--- src/rtl/serial_rx_fifo.sv ---
// Serial frame receiver (start, DATA_BITS LSB-first, parity, optional stop) feeding a FWFT FIFO.
// Define RX_STOP_CHECK_EN to add the stop-bit state and the stored framing-error flag.
module serial_rx_fifo #(
  parameter int unsigned DATA_BITS  = 7,
  parameter int unsigned PARITY_ODD = 0,
  parameter int unsigned FIFO_DEPTH = 4
) (
  input  logic                          clk,
  input  logic                          rstn,
  input  logic                          serial_in,
  output logic                          out_valid,
  input  logic                          out_ready,
  output logic [DATA_BITS-1:0]          out_data,
  output logic                          out_parity_err,
  output logic                          out_frame_err,
  output logic                          overrun,
  output logic [$clog2(FIFO_DEPTH):0]   fifo_count
);

  localparam int unsigned PTR_W = $clog2(FIFO_DEPTH);
  localparam int unsigned CNT_W = PTR_W + 1;
  localparam int unsigned BIT_W = $clog2(DATA_BITS + 1);

  typedef enum logic [1:0] {
    S_IDLE   = 2'd0,
    S_DATA   = 2'd1,
`ifdef RX_STOP_CHECK_EN
    S_PARITY = 2'd2,
    S_STOP   = 2'd3
`else
    S_PARITY = 2'd2
`endif
  } state_t;

  state_t               state_q, state_d;
  logic [BIT_W-1:0]     bit_cnt_q;
  logic [DATA_BITS-1:0] shift_q;
  logic                 parity_err_c;
  logic                 push_c;
  logic                 push_perr_c;
`ifdef RX_STOP_CHECK_EN
  logic                 perr_q;
  logic                 push_ferr_c;
`endif

  // Even parity flags a set XOR; odd parity inverts the sense.
  assign parity_err_c = (^shift_q) ^ serial_in ^ (PARITY_ODD != 0);

  always_ff @(posedge clk or negedge rstn) begin
    if (!rstn) state_q <= S_IDLE;
    else       state_q <= state_d;
  end

  always_comb begin
    state_d     = state_q;
    push_c      = 1'b0;
    push_perr_c = parity_err_c;
`ifdef RX_STOP_CHECK_EN
    push_ferr_c = 1'b0;
`endif
    case (state_q)
      S_IDLE:   if (!serial_in) state_d = S_DATA;
      S_DATA:   if (bit_cnt_q == BIT_W'(DATA_BITS - 1)) state_d = S_PARITY;
      S_PARITY: begin
`ifdef RX_STOP_CHECK_EN
        state_d = S_STOP;
`else
        state_d = S_IDLE;
        push_c  = 1'b1;
`endif
      end
`ifdef RX_STOP_CHECK_EN
      S_STOP: begin
        state_d     = S_IDLE;
        push_c      = 1'b1;
        push_perr_c = perr_q;
        push_ferr_c = !serial_in;
      end
`endif
      default: state_d = S_IDLE;
    endcase
  end

  // Data capture: bit i of the frame lands directly in shift_q[i].
  always_ff @(posedge clk or negedge rstn) begin
    if (!rstn) begin
      bit_cnt_q <= '0;
      shift_q   <= '0;
`ifdef RX_STOP_CHECK_EN
      perr_q    <= 1'b0;
`endif
    end else begin
      if (state_q == S_IDLE) begin
        bit_cnt_q <= '0;
        shift_q   <= '0;
      end else if (state_q == S_DATA) begin
        shift_q[bit_cnt_q] <= serial_in;
        bit_cnt_q          <= bit_cnt_q + BIT_W'(1);
      end
`ifdef RX_STOP_CHECK_EN
      if (state_q == S_PARITY) perr_q <= parity_err_c;
`endif
    end
  end

  logic [DATA_BITS-1:0] mem_data [FIFO_DEPTH];
  logic                 mem_perr [FIFO_DEPTH];
`ifdef RX_STOP_CHECK_EN
  logic                 mem_ferr [FIFO_DEPTH];
`endif
  logic [PTR_W-1:0]     rd_ptr_q, wr_ptr_q;
  logic [CNT_W-1:0]     count_q;
  logic                 full_c, pop_c, wr_c;

  assign full_c = (count_q == CNT_W'(FIFO_DEPTH));
  assign pop_c  = (count_q != '0) && out_ready;
  // A pop on the same edge frees the slot, so a full FIFO still accepts the push.
  assign wr_c   = push_c && (!full_c || pop_c);

  always_ff @(posedge clk or negedge rstn) begin
    if (!rstn) begin
      rd_ptr_q <= '0;
      wr_ptr_q <= '0;
      count_q  <= '0;
      overrun  <= 1'b0;
      for (int i = 0; i < int'(FIFO_DEPTH); i++) begin
        mem_data[i] <= '0;
        mem_perr[i] <= 1'b0;
`ifdef RX_STOP_CHECK_EN
        mem_ferr[i] <= 1'b0;
`endif
      end
    end else begin
      overrun <= push_c && full_c && !pop_c;
      if (wr_c) begin
        mem_data[wr_ptr_q] <= shift_q;
        mem_perr[wr_ptr_q] <= push_perr_c;
`ifdef RX_STOP_CHECK_EN
        mem_ferr[wr_ptr_q] <= push_ferr_c;
`endif
        wr_ptr_q <= wr_ptr_q + PTR_W'(1);
      end
      if (pop_c) rd_ptr_q <= rd_ptr_q + PTR_W'(1);
      if (wr_c && !pop_c)      count_q <= count_q + CNT_W'(1);
      else if (!wr_c && pop_c) count_q <= count_q - CNT_W'(1);
    end
  end

  assign out_valid      = (count_q != '0);
  assign fifo_count     = count_q;
  assign out_data       = mem_data[rd_ptr_q];
  assign out_parity_err = mem_perr[rd_ptr_q];
`ifdef RX_STOP_CHECK_EN
  assign out_frame_err  = mem_ferr[rd_ptr_q];
`else
  assign out_frame_err  = 1'b0;
`endif

endmodule

--- config.mk ---
export PLATFORM = sky130hd
export DESIGN_NAME = serial_rx_fifo
export DESIGN_NICKNAME = d
export VERILOG_FILES = /design/src/rtl/serial_rx_fifo.sv
export SDC_FILE = /design/constraint.sdc
export NUM_CORES = 1
export LEC_CHECK = 0
export BUFFER_PORTS_ARGS = -buffer_cell sky130_fd_sc_hd__buf_2
export CAP_MARGIN = 15
export CORE_MARGIN = 1
export CORE_UTILIZATION = 60
export DETAILED_ROUTE_END_ITERATION = 8
export PLACE_DENSITY_LB_ADDON = 0.1
export SYNTH_ARGS = -nofsm -noshare
export SYNTH_HDL_FRONTEND = slang
export SYNTH_SLANG_ARGS = --single-unit
--- constraint.sdc ---
create_clock -name clk -period 2.65 [get_ports clk]
set_clock_uncertainty 0.05 [all_clocks]
set_input_delay 0.1325 -clock clk [delete_from_list [all_inputs] [get_ports clk]]
set_output_delay 0.1325 -clock clk [all_outputs]
set_load 0.01 [all_outputs]
==> run_results.csv <==
group,metric,value,unit
cts,numCtsBuffers,5,
synthesis,synth_top_flop_cell,"dfrtp_1",
routing,totalWireLength,4461,um
final_layout,layout_common_cells,"dfrtp_1, mux2_4, buf_2",
sta,clock.fmax,431.5,MHz
sta,slew_headroom,58.98,%
cts,clock-sinks,52,
grt,grt-ovfl-total,0,
synthesis,synth_mux_area_share,25.57,%
pwr,peakVddDrop,0.5495,mV
final_layout,nets,215,
final_layout,syn_to_final_growth,7.190,%
synthesis,synthAdderAreaFrac,4.095,%
floorplanning,num_rows,23,
cts,cts_buffer_depth,2,
critical_path,end_kind,"register",
placement,hpwl,3191,um
critical_path,rr_worst_depth,7,
synthesis,synth-seq-cells,52,
synthesis,synthDistinctLibCells,30,
pwr,report.power.total,0.002513,W
routing,antenna_left,0,
floorplanning,io_pins,18,
sta,slew_viol_final,0,
sta,worstMarginPinSlew,615.3,ps
critical_path,crit_path_cell_trace,"nor3b_4, ha_1, inv_1, fa_1, xor2_1, nor2_1, xor2_1",
synthesis,synth-async-reset-ratio,100.0,%
grt,grt.total_usage,22.65,%
routing,viasPerCell,5.661,
synthesis,synth_enable_flop_cells,0,
final_layout,final_common_cell,"dfrtp_1",
cts,insertion_delay,300,ps
critical_path,crit_type,"register to register",
cts,cts.reportedPaths.clkPinSlew,90,ps
sta,fin_crit_sh,87.45,%
sta,finalCriticalPeriod,2317,ps
critical_path,cp_max_fo,15,
final_layout,diodes,0,
floorplanning,die-area,4648,um^2
synthesis,synthesis.nets,198,
min_path,holdPathStages,3,
routing,drtIter0Drc,81,
synthesis,synth_xor_area_share,4.333,%
grt,grt_max_degree,29,
cts,cts_tree,"done",
final_layout,fillCellCount,298,
outcome,status,"completed",
floorplanning,initial_core_util,63.85,%
placement,io_buffers,16,
sta,setup_viol,0,
pwr,internal-power,0.001623,W
pwr,leakage,1.319,nW
synthesis,synth_simple_gate_area_share,8.286,%
pwr,power_frac_comb,32.3,%
critical_path,cp_common_cell,"xor2_1",
floorplanning,fp.dieH,68.18,um
floorplanning,coreArea,4115,um^2
floorplanning,die_w,68.18,um
sta,grt_setup_unrepaired,"no",
synthesis,seq_area_frac_synth,49.52,%
pwr,seq_power_share,49.7,%
final_layout,layout-drive-gt1-share,34.80,%
sta,tns,0,ps
synthesis,ys.warnings.count,0,
synthesis,syn-cell-area,2628,um^2
critical_path,arrival,2500,ps
grt,antenna_found_initial,0,
pwr,switching_share,35.40,%
synthesis,syn-instance-count,186,
pwr,pwr-share-clk,18.0,%
pwr,p_per_area,892.3,nW/um^2
synthesis,avgSynthCellArea,14.13,um^2
critical_path,worst_path_largest_cell_delay,600,ps
routing,dr.pass1.iters,4,
cts,cts_setup_buffers,0,
cts,clockRootBuffer,"clkbuf_8",
cts,htreeDepth,2,
routing,drc_errors,0,
critical_path,cp_slowest_cell,"dfrtp_1",
grt,grt_pass1_vias,1512,
placement,routabilityCongestion,0.7374,
pwr,power.switching,0.0008896,W
routing,num_vias,1438,
critical_path,cp-start-kind,"register",
min_path,hp-class,"input port to register",
critical_path,cp_data_required_time,2830,ps
synthesis,synth_top_family_by_area,"multiplexers",
sta,hold_viol_final,0,
grt,grt_pass1_wl,7438,um
synthesis,synth-compound-area-share,4.000,%
routing,routedWlPerCell,17.56,um
job,maxCapViolations,0,
==> state kept, by name, summed over array words and instances, names as in the netlist <==
register and flops:
mem_data 28, mem_perr 4, overrun 1, shift_q 7, rd_ptr_q 2, fifo_count 3, wr_ptr_q 2, bit_cnt_q 3
state_q 2
==> cells by family (layout without fill, tap and decap cells) <==
logic type / after synthesis / after routing
flops: 52 / 52
mux: 41 / 41
simple gates: 33 / 33
compound gates: 19 / 19
buf+inv: 19 / 37
xor+xnor: 13 / 13
fa+ha+maj: 8 / 8
other cells: 1 / 1
==> per-stage QoR <==
stage	utilization [%]	instances	hold slack, ps	worst slack, ps	area (um^2)
floorplan	-	186	-213.1	477.1	2628
finish	68.44	254	93.31	332.7	2816
global placement	66.01	245	101.4	484.9	2716
global route	68.44	254	102.4	182.8	2816
detailed placement	66.01	245	118.2	363.0	2716
CTS	68.44	254	89.74	348.2	2816
==> power by group through the flow <==
stage / Combinational [W] / Sequential [W] / Clock (W)
floorplan: 0.000689 / 0.00115 / 0
global placement: 0.000778 / 0.00125 / 0
detailed placement: 0.000819 / 0.00127 / 0
CTS: 0.000825 / 0.00126 / 0.000468
global route: 0.000902 / 0.00130 / 0.000495
finish: 0.000811 / 0.00125 / 0.000452
==> area by class of cell <==
class | count | area [um^2] | share of cell area [%]
Multi-Input combinational cell | 115 | 1220 | 43.31
Clock buffer | 8 | 90.09 | 3.199
Timing Repair Buffer | 19 | 105.1 | 3.732
Inverter | 10 | 37.54 | 1.333
Sequential cell | 52 | 1301 | 46.20
Tap cell | 50 | 62.56 | 2.221
==> repair_timing <==
action	CTS	global route
resized for setup	0	0
hold buffers	1	0
endpoints found under the hold margin	27	0
==> Yosys cell counts, drive strengths merged (3+ instances only) <==
library cell | n | share of area [%]
xnor2 | 10 | 3.3
mux4 | 8 | 6.9
and2 | 4 | 1.3
or3 | 3 | 0.71
nand2b | 3 | 0.71
ha | 7 | 3.3
o21ai | 5 | 0.95
buf | 7 | 2.3
mux2 | 33 | 19
nor2 | 5 | 0.71
xor2 | 3 | 1.0
nand2 | 8 | 1.1
dfrtp | 52 | 50
inv | 10 | 1.4
a21oi | 7 | 1.3
nand3b | 3 | 0.86
o22ai | 6 | 1.4
==> critical path: cells and delay by family (launching register included) <==
family        cells  cell delay (ps)
fa+ha+maj         2              650
flops             1              600
simple gates      2              570
buf+inv           1               70
xor+xnor          2              320
==> metal layers <==
metal,track usage (%),wire length [um],vias to the layer above
met5,0,0,-
met1,29.12,2106,724
met3,5.000,128,7
li1,-,-,674
met2,36.64,2160,33
met4,9.896,66,0
==> path summary, 6_finish.rpt <==
check                            start            end  slack (ps)
setup / recovery            state_q[1]  fifo_count[2]         330
hold / removal               out_ready    rd_ptr_q[1]          90
setup reg to reg            state_q[1]  fifo_count[2]         330
hold reg to reg            mem_data[4]    mem_data[4]         470
max in group asynchronous         rstn    wr_ptr_q[1]        1500
min in group asynchronous         rstn    mem_perr[0]         310
Power figures use the tool's default switching activity.
